## config.mk

```make
export PLATFORM = sky130hd
export DESIGN_NAME = alu4
export DESIGN_NICKNAME = d
export VERILOG_FILES = /design/src/rtl/alu4.sv
export SDC_FILE = /design/constraint.sdc
export NUM_CORES = 1
export LEC_CHECK = 0
export CAP_MARGIN = 30
export CORE_MARGIN = 2
export CORE_UTILIZATION = 55
export DETAILED_ROUTE_END_ITERATION = 12
export DONT_BUFFER_PORTS = 1
export PLACE_DENSITY = 0.7
export SKIP_CTS_REPAIR_TIMING = 1
export SYNTH_ARGS = -nofsm -noshare
export SYNTH_HDL_FRONTEND = slang
export SYNTH_SLANG_ARGS = --single-unit
```

## constraint.sdc

```tcl
create_clock -name clk -period 2.6 [get_ports clk]
set_clock_uncertainty 0.15 [all_clocks]
set_input_delay 0.26 -clock clk [delete_from_list [all_inputs] [get_ports clk]]
set_output_delay 0.26 -clock clk [all_outputs]
set_load 0.02 [all_outputs]
```

## src/rtl/alu4.sv

```systemverilog
// alu4 -- 4-bit registered ALU with zero, carry/borrow and signed-overflow flags.
//
// Every rising edge of clk samples A, B and op and loads the result and flags, so
// results appear exactly one cycle after their operands. A new operation is
// accepted every cycle. rst is synchronous and active-high; it overrides the
// operation sampled at the same edge.
//
// Ports:
//   clk       in   1  system clock, rising-edge active
//   rst       in   1  synchronous active-high reset
//   A         in   4  operand A (unsigned or two's complement)
//   B         in   4  operand B (unused by NOT, INC, DEC)
//   op        in   3  000 ADD, 001 SUB, 010 AND, 011 OR, 100 XOR, 101 NOT, 110 INC, 111 DEC
//   Y         out  4  registered result
//   zero      out  1  registered, set when Y == 0000
//   carry     out  1  registered carry-out (ADD/INC) or borrow (SUB/DEC)
//   overflow  out  1  registered two's-complement overflow
module alu4 (
    input  logic       clk,
    input  logic       rst,
    input  logic [3:0] A,
    input  logic [3:0] B,
    input  logic [2:0] op,
    output logic [3:0] Y,
    output logic       zero,
    output logic       carry,
    output logic       overflow
);

    typedef enum logic [2:0] {
        OpAdd = 3'b000,
        OpSub = 3'b001,
        OpAnd = 3'b010,
        OpOr  = 3'b011,
        OpXor = 3'b100,
        OpNot = 3'b101,
        OpInc = 3'b110,
        OpDec = 3'b111
    } op_e;

    logic [3:0] y_d;
    logic       carry_d;
    logic       overflow_d;
    logic [3:0] y_q;
    logic       zero_q;
    logic       carry_q;
    logic       overflow_q;

    // 5-bit arithmetic: bit 4 is carry-out for additions and borrow for
    // subtractions (the zero-extended difference goes negative when A < B).
    logic [4:0] add_res;
    logic [4:0] sub_res;
    logic [4:0] inc_res;
    logic [4:0] dec_res;

    always_comb begin
        add_res = {1'b0, A} + {1'b0, B};
        sub_res = {1'b0, A} - {1'b0, B};
        inc_res = {1'b0, A} + 5'd1;
        dec_res = {1'b0, A} - 5'd1;
    end

    always_comb begin
        y_d        = 4'b0000;
        carry_d    = 1'b0;
        overflow_d = 1'b0;
        unique case (op_e'(op))
            OpAdd: begin
                y_d        = add_res[3:0];
                carry_d    = add_res[4];
                overflow_d = (A[3] == B[3]) && (add_res[3] != A[3]);
            end
            OpSub: begin
                y_d        = sub_res[3:0];
                carry_d    = sub_res[4];
                overflow_d = (A[3] != B[3]) && (sub_res[3] != A[3]);
            end
            OpAnd: y_d = A & B;
            OpOr:  y_d = A | B;
            OpXor: y_d = A ^ B;
            OpNot: y_d = ~A;
            OpInc: begin
                y_d        = inc_res[3:0];
                carry_d    = inc_res[4];
                overflow_d = (A == 4'b0111);
            end
            OpDec: begin
                y_d        = dec_res[3:0];
                carry_d    = dec_res[4];
                overflow_d = (A == 4'b1000);
            end
            default: begin
                y_d        = 4'b0000;
                carry_d    = 1'b0;
                overflow_d = 1'b0;
            end
        endcase
    end

    always_ff @(posedge clk) begin
        if (rst) begin
            y_q        <= 4'b0000;
            zero_q     <= 1'b1;
            carry_q    <= 1'b0;
            overflow_q <= 1'b0;
        end else begin
            y_q        <= y_d;
            // Flag derived from this cycle's result, not the registered Y.
            zero_q     <= (y_d == 4'b0000);
            carry_q    <= carry_d;
            overflow_q <= overflow_d;
        end
    end

    always_comb begin
        Y        = y_q;
        zero     = zero_q;
        carry    = carry_q;
        overflow = overflow_q;
    end

endmodule

```

==> results of run 1 <==
[path summary, 6_finish.rpt]
| path | start | endpoint | slack (ns) | depth (start not counted) |
|---|---|---|---|---|
| min | rst | Y[2] | 0.01 | 1 |
| max | A[1] | zero | 0.48 | 7 |
[flip-flops by register name (all words and copies together) (netlist names)]
register / cells
carry: 1
overflow: 1
Y: 4
zero: 1
[report_power, final]
group	internal, uW	switching, uW	leakage, uW
clock	58.2	34.0	0.0000150
combinational	66.5	64.9	0.000384
sequential	118	16.3	0.0000580
total	243	115	0.000457
[metrics by stage]
stage          setup slack, ns  std cells
6_report                 0.481        152
2_1_floorplan            0.361        130
3_5_place_dp             0.246        145
3_3_place_gp             0.260        145
5_1_grt                  0.416        152
4_1_cts                  0.499        149
[cell usage after synthesis (2+ instances only)]
| cell type | instances |
|---|---|
| and2_1 | 3 |
| nor3_1 | 2 |
| o21ai_0 | 9 |
| dfxtp_1 | 7 |
| nand4b_1 | 2 |
| xnor2_1 | 6 |
| clkbuf_1 | 2 |
| o2111ai_1 | 2 |
| fa_1 | 2 |
| nand2b_1 | 3 |
| inv_1 | 12 |
| ha_1 | 15 |
| nand3_1 | 3 |
| a21o_1 | 2 |
| nor2_1 | 10 |
| nand2_1 | 7 |
| buf_2 | 4 |
| nor3b_1 | 2 |
| a21oi_1 | 6 |
| o41ai_1 | 2 |
| buf_1 | 2 |
[routing by layer]
layer,part of all wire (%),track usage (%),up-vias
met1,44,30.1,423
met5,0,0,-
met3,5.5,1.15,4
met4,1.4,12.8,0
li1,-,-,460
met2,49,35.3,46
[final cells by class]
type,instances,share of cell area (%)
clock buffers,4,2.48
inverters,12,4.25
multi-input cells,101,74.3
flip-flops and latches,7,13.2
well taps,25,2.95
repair buffers,3,2.83
[cell families (layout without fill, tap and decap cells)]
logic type               count (synthesis)  after routing  share of synthesized area (%)
AND/OR/NAND/NOR                         42             42                           23.3
adder cells (fa/ha/maj)                 17             17                           22.2
flip-flops                               7              7                           13.6
multiplexers                             2              2                           3.17
buffers and inverters                   22             19                           9.62
AO/OA/AOI/OAI                           34             34                           23.0
XOR/XNOR                                 6              6                           5.12
==> results.sh, run 1 <==
export IMPL_drive_gt1_share_pct=6.30
export IMPL_netlist_instances=130
export IMPL_yosysWarnings=0
export IMPL_critPathBufInv=1
export IMPL_grt_pass1_vias=785
export IMPL_n_fill_cell=167
export IMPL_die_area_mm2=0.00223
export IMPL_clock_path_buffers=2
export IMPL_clockRootBuffer="clkbuf_4"
export IMPL_ys_seq_area_share_pct=13.6
export IMPL_irDropWorstVdd_mv=0.168
export IMPL_place_area_mm2=0.00100
export IMPL_critPathKind="in2reg"
export IMPL_required_ns=2.59
export IMPL_synth_flop_cell="dfxtp_1"
export IMPL_area_growth_pct=3.29
export IMPL_yosys_area_top_type="ha_1"
export IMPL_synth_cell_area_mm2=0.00103
export IMPL_rows=15
export IMPL_ios=20
export IMPL_timing_hold_ws_ns=0.0135
export IMPL_portBuffers=0
export IMPL_nNetsFinal=158
export IMPL_endpoint_kind="flop"
export IMPL_initial_core_util_pct=58.9
export IMPL_viasPerCell=6.14
export IMPL_synth_edf_count=0
export IMPL_final_core_utilization_pct=60.8
export IMPL_grt_max_degree=33
export IMPL_syn_area_per_cell_um2=7.90
export IMPL_status="complete, no violations"
export IMPL_synthTopCellsByArea="ha_1 18%, dfxtp_1 14%, xnor2_1 5.1%"
export IMPL_slowest_delay_ns=0.53
export IMPL_power_density_mw_per_mm2=338
export IMPL_rsz0062_at_grt="false"
export IMPL_crit_fanout=7
export IMPL_ant_nets=0
export IMPL_cp_top_family="compound AO/OA/AOI/OAI gates"
export IMPL_grt_usage_pct=22.4
export IMPL_synth_cell_types=48
export IMPL_routedWlPerCell_um=15.1
export IMPL_crit_arrival_ns=2.11
export IMPL_route_vias_total=933
export IMPL_clkSinkCount=7
export IMPL_antenna_found_initial=0
export IMPL_max_freq_mhz=472
export IMPL_final_max_slew_viol_count=0
export IMPL_drt_total_wl_mm=2.29
export IMPL_synth_seq_cells=7
export IMPL_dpl_hpwl_mm=1.71
export IMPL_async_flop_share_pct=0
export IMPL_cp_start_kind="input pin"
export IMPL_hold_class="in2reg"
export IMPL_min_period_ns=2.12
export IMPL_multi_input_area_um2=788
export IMPL_fin_tns_setup_ns=0
export IMPL_post_route_period_util_pct=81.5
export IMPL_setup_violations=0
export IMPL_synth_top_cell_area_share_pct=18.3
export IMPL_cts_made_buffers=3
export IMPL_grt_overflow=0
export IMPL_max_slew_margin_pct=67.4
export IMPL_dieWidth_um=47.2
export IMPL_clk_pin_slew_ns=0.05
export IMPL_seqCellArea_um2=140
export IMPL_coreArea_mm2=0.00175
export IMPL_p_total_uw=358
export IMPL_worstMarginPinSlew_ns=0.486
export IMPL_drt_iter0_drc=29
export IMPL_drc_errors=0
export IMPL_tritoncts="yes"
export IMPL_die_y_um=47.2
export IMPL_first_pass_iters=4
export IMPL_gp_congestion=0.820
export IMPL_leakage_uw=0.000457
export IMPL_htree_levels=1
export IMPL_syn_nets=160
export IMPL_hold_violations=0
export IMPL_maxCapViolCount=0
export IMPL_grt_pass1_wl_mm=3.49
export IMPL_path_cells="inv_1 -> ha_1 -> o21bai_1 -> a21oi_1 -> mux2i_1 -> or4b_4 -> a2111oi_2"
export IMPL_layout_commonest_cell="ha_1"
export IMPL_cp_slowest_cell="or4b_4"
export IMPL_layout_common_cells="15 x ha_1, 12 x inv_1, 10 x nor2_1"
export IMPL_final_cell_area_mm2=0.00106
export IMPL_antenna_cells=0
Power figures use the tool's default switching activity.
==> inputs of run 2 (changes only) <==
--- a/config.mk
+++ b/config.mk
@@ -10,7 +10,7 @@
 export CORE_UTILIZATION = 55
 export DETAILED_ROUTE_END_ITERATION = 12
 export DONT_BUFFER_PORTS = 1
-export PLACE_DENSITY = 0.7
+export PLACE_DENSITY = 0.73
 export SKIP_CTS_REPAIR_TIMING = 1
 export SYNTH_ARGS = -nofsm -noshare
 export SYNTH_HDL_FRONTEND = slang
==> constraint.sdc (replaced) <==
create_clock -name clk -period 1.8 [get_ports clk]
set_clock_uncertainty 0.15 [all_clocks]
set_input_delay 0.18 -clock clk [delete_from_list [all_inputs] [get_ports clk]]
set_output_delay 0.18 -clock clk [all_outputs]
set_load 0.02 [all_outputs]
==> run 2 against run 1 <==
The run now ends with hold timing left. Clock-buffer cell count stayed put. Sequential cell count unchanged. Global-route usage rose by 3.1 points. Combinational power grew 98%. Critical path type unchanged. Largest cell class unchanged. Largest power group is now combinational cells.
==> results.sh, run 2 (same netlist as run 1, synthesis figures left out) <==
export IMPL_critPathKind="in2reg"
export IMPL_cp_slowest_cell="mux4_2"
export IMPL_drt_total_wl_mm=2.77
export IMPL_pwr_share_clk_pct=23.2
export IMPL_clockRootBuffer="clkbuf_4"
export IMPL_timing_hold_ws_ns=-0.000727
export IMPL_nNetsFinal=173
export IMPL_grtUsageMet1_pct=32.3
export IMPL_viasPerCell=6.19
export IMPL_worstHoldEndpoint="overflow"
export IMPL_required_ns=1.76
export IMPL_path_cells="inv_1 -> ha_1 -> fa_2 -> xnor2_1 -> mux4_2 -> o31ai_4 -> a2111oi_2"
export IMPL_post_route_period_util_pct=96.9
export IMPL_dieWidth_um=47.2
export IMPL_holdPathStages=3
export IMPL_die_y_um=47.2
export IMPL_portBuffers=0
export IMPL_rsz0062_at_grt="false"
export IMPL_pwr_share_comb_pct=43.8
export IMPL_antenna_cells=0
export IMPL_drive_gt1_share_pct=23.9
export IMPL_clock_path_buffers=2
export IMPL_leakage_uw=0.000527
export IMPL_violations="hold timing"
export IMPL_p_switching_uw=197
export IMPL_min_period_ns=1.74
export IMPL_ios=20
export IMPL_grt_overflow=0
export IMPL_use_met3_pct=0.769
export IMPL_route_vias_total=1033
export IMPL_gp_congestion=0.802
export IMPL_status="complete, but fails checks"
export IMPL_fin_cells=167
export IMPL_max_slew_margin_pct=71.0
export IMPL_grt_pass1_wl_mm=4.08
export IMPL_slowest_delay_ns=0.50
export IMPL_tritoncts="yes"
export IMPL_routedWlPerCell_um=16.6
export IMPL_die_area_mm2=0.00223
export IMPL_endpoint_kind="flop"
export IMPL_placed_cells=160
export IMPL_hold_violations=1
export IMPL_final_max_slew_viol_count=0
export IMPL_busiest_layer="met2"
export IMPL_layout_commonest_cell="buf_4"
export IMPL_setup_violations=0
export IMPL_cp_top_family="adder cells"
export IMPL_drc_errors=0
export IMPL_grt_max_degree=33
export IMPL_grt_pass1_vias=928
export IMPL_min_from="rst"
export IMPL_crit_arrival_ns=1.71
export IMPL_htree_levels=1
export IMPL_grt_usage_pct=25.5
export IMPL_p_int_uw=394
export IMPL_pwr_share_seq_pct=32.9
export IMPL_worstMarginPinSlew_ns=0.433
export IMPL_clkSinkCount=7
export IMPL_initial_core_util_pct=58.9
export IMPL_critPathBufInv=1
export IMPL_power_density_mw_per_mm2=476
export IMPL_maxCapViolCount=0
export IMPL_antenna_found_initial=0
export IMPL_clk_pin_slew_ns=0.05
export IMPL_crit_fanout=8
export IMPL_p_sw_share_pct=33.3
export IMPL_dpl_hpwl_mm=1.96
export IMPL_irDropWorstVdd_mv=0.265
export IMPL_area_growth_pct=20.7
export IMPL_gr_usage_met2_pct=45.2
export IMPL_max_freq_mhz=573
export IMPL_hold_class="in2reg"
export IMPL_ant_nets=0
export IMPL_layout_common_cells="15 x buf_4, 12 x ha_1, 10 x nor2_1"
export IMPL_coreArea_mm2=0.00175
export IMPL_first_pass_iters=4
export IMPL_rows=15
export IMPL_largest_reg_flops=4
export IMPL_cp_start_kind="input pin"
export IMPL_cts_made_buffers=3
export IMPL_drt_iter0_drc=67
-- run 2: cell type report --
cell class | count | area (um2)
multi-input combinational | 101 | 852
fill | 150 | 505
timing repair buffer | 18 | 143
sequential | 7 | 140
inverter | 12 | 47.5
tap | 25 | 31.3
clock buffer | 4 | 26.3
-- run 2: worst max path at each step --
stage	from	slack (ns)	endpoint	depth (start not counted)
floorplan	A[2]	-0.21	zero	9
global placement	A[1]	-0.23	zero	7
detailed placement	A[0]	-0.28	zero	7
CTS	A[0]	-0.01	zero	7
global route	A[1]	0.005	zero	7
finish	A[0]	0.06	zero	7
-- run 2: through the flow --
step                      power, uW  setup slack (ns)  utilization, %  area, um2  TNS, ns
after floorplan                 387            -0.211               -       1070   -0.396
after global placement          419            -0.231            66.1       1150   -0.647
after detailed placement        429            -0.280            66.1       1150   -0.795
after CTS                       570           -0.0121            67.6       1180  -0.0121
after global routing            624           0.00483            71.0       1240        0
final                           591            0.0558            71.0       1240        0
-- run 2: metal layers --
layer	routed length [um]	vias up
li1	-	486
met1	1070	476
met2	1460	61
met3	192	10
met4	46	0
met5	0	-
-- run 2: power by group through the flow --
stage / Sequential, uW / Clock [uW] / Combinational, uW
after floorplan: 197 / 0 / 190
after global placement: 198 / 0 / 221
after CTS: 195 / 143 / 232
after detailed placement: 198 / 0 / 231
after global routing: 198 / 145 / 282
final: 195 / 137 / 259
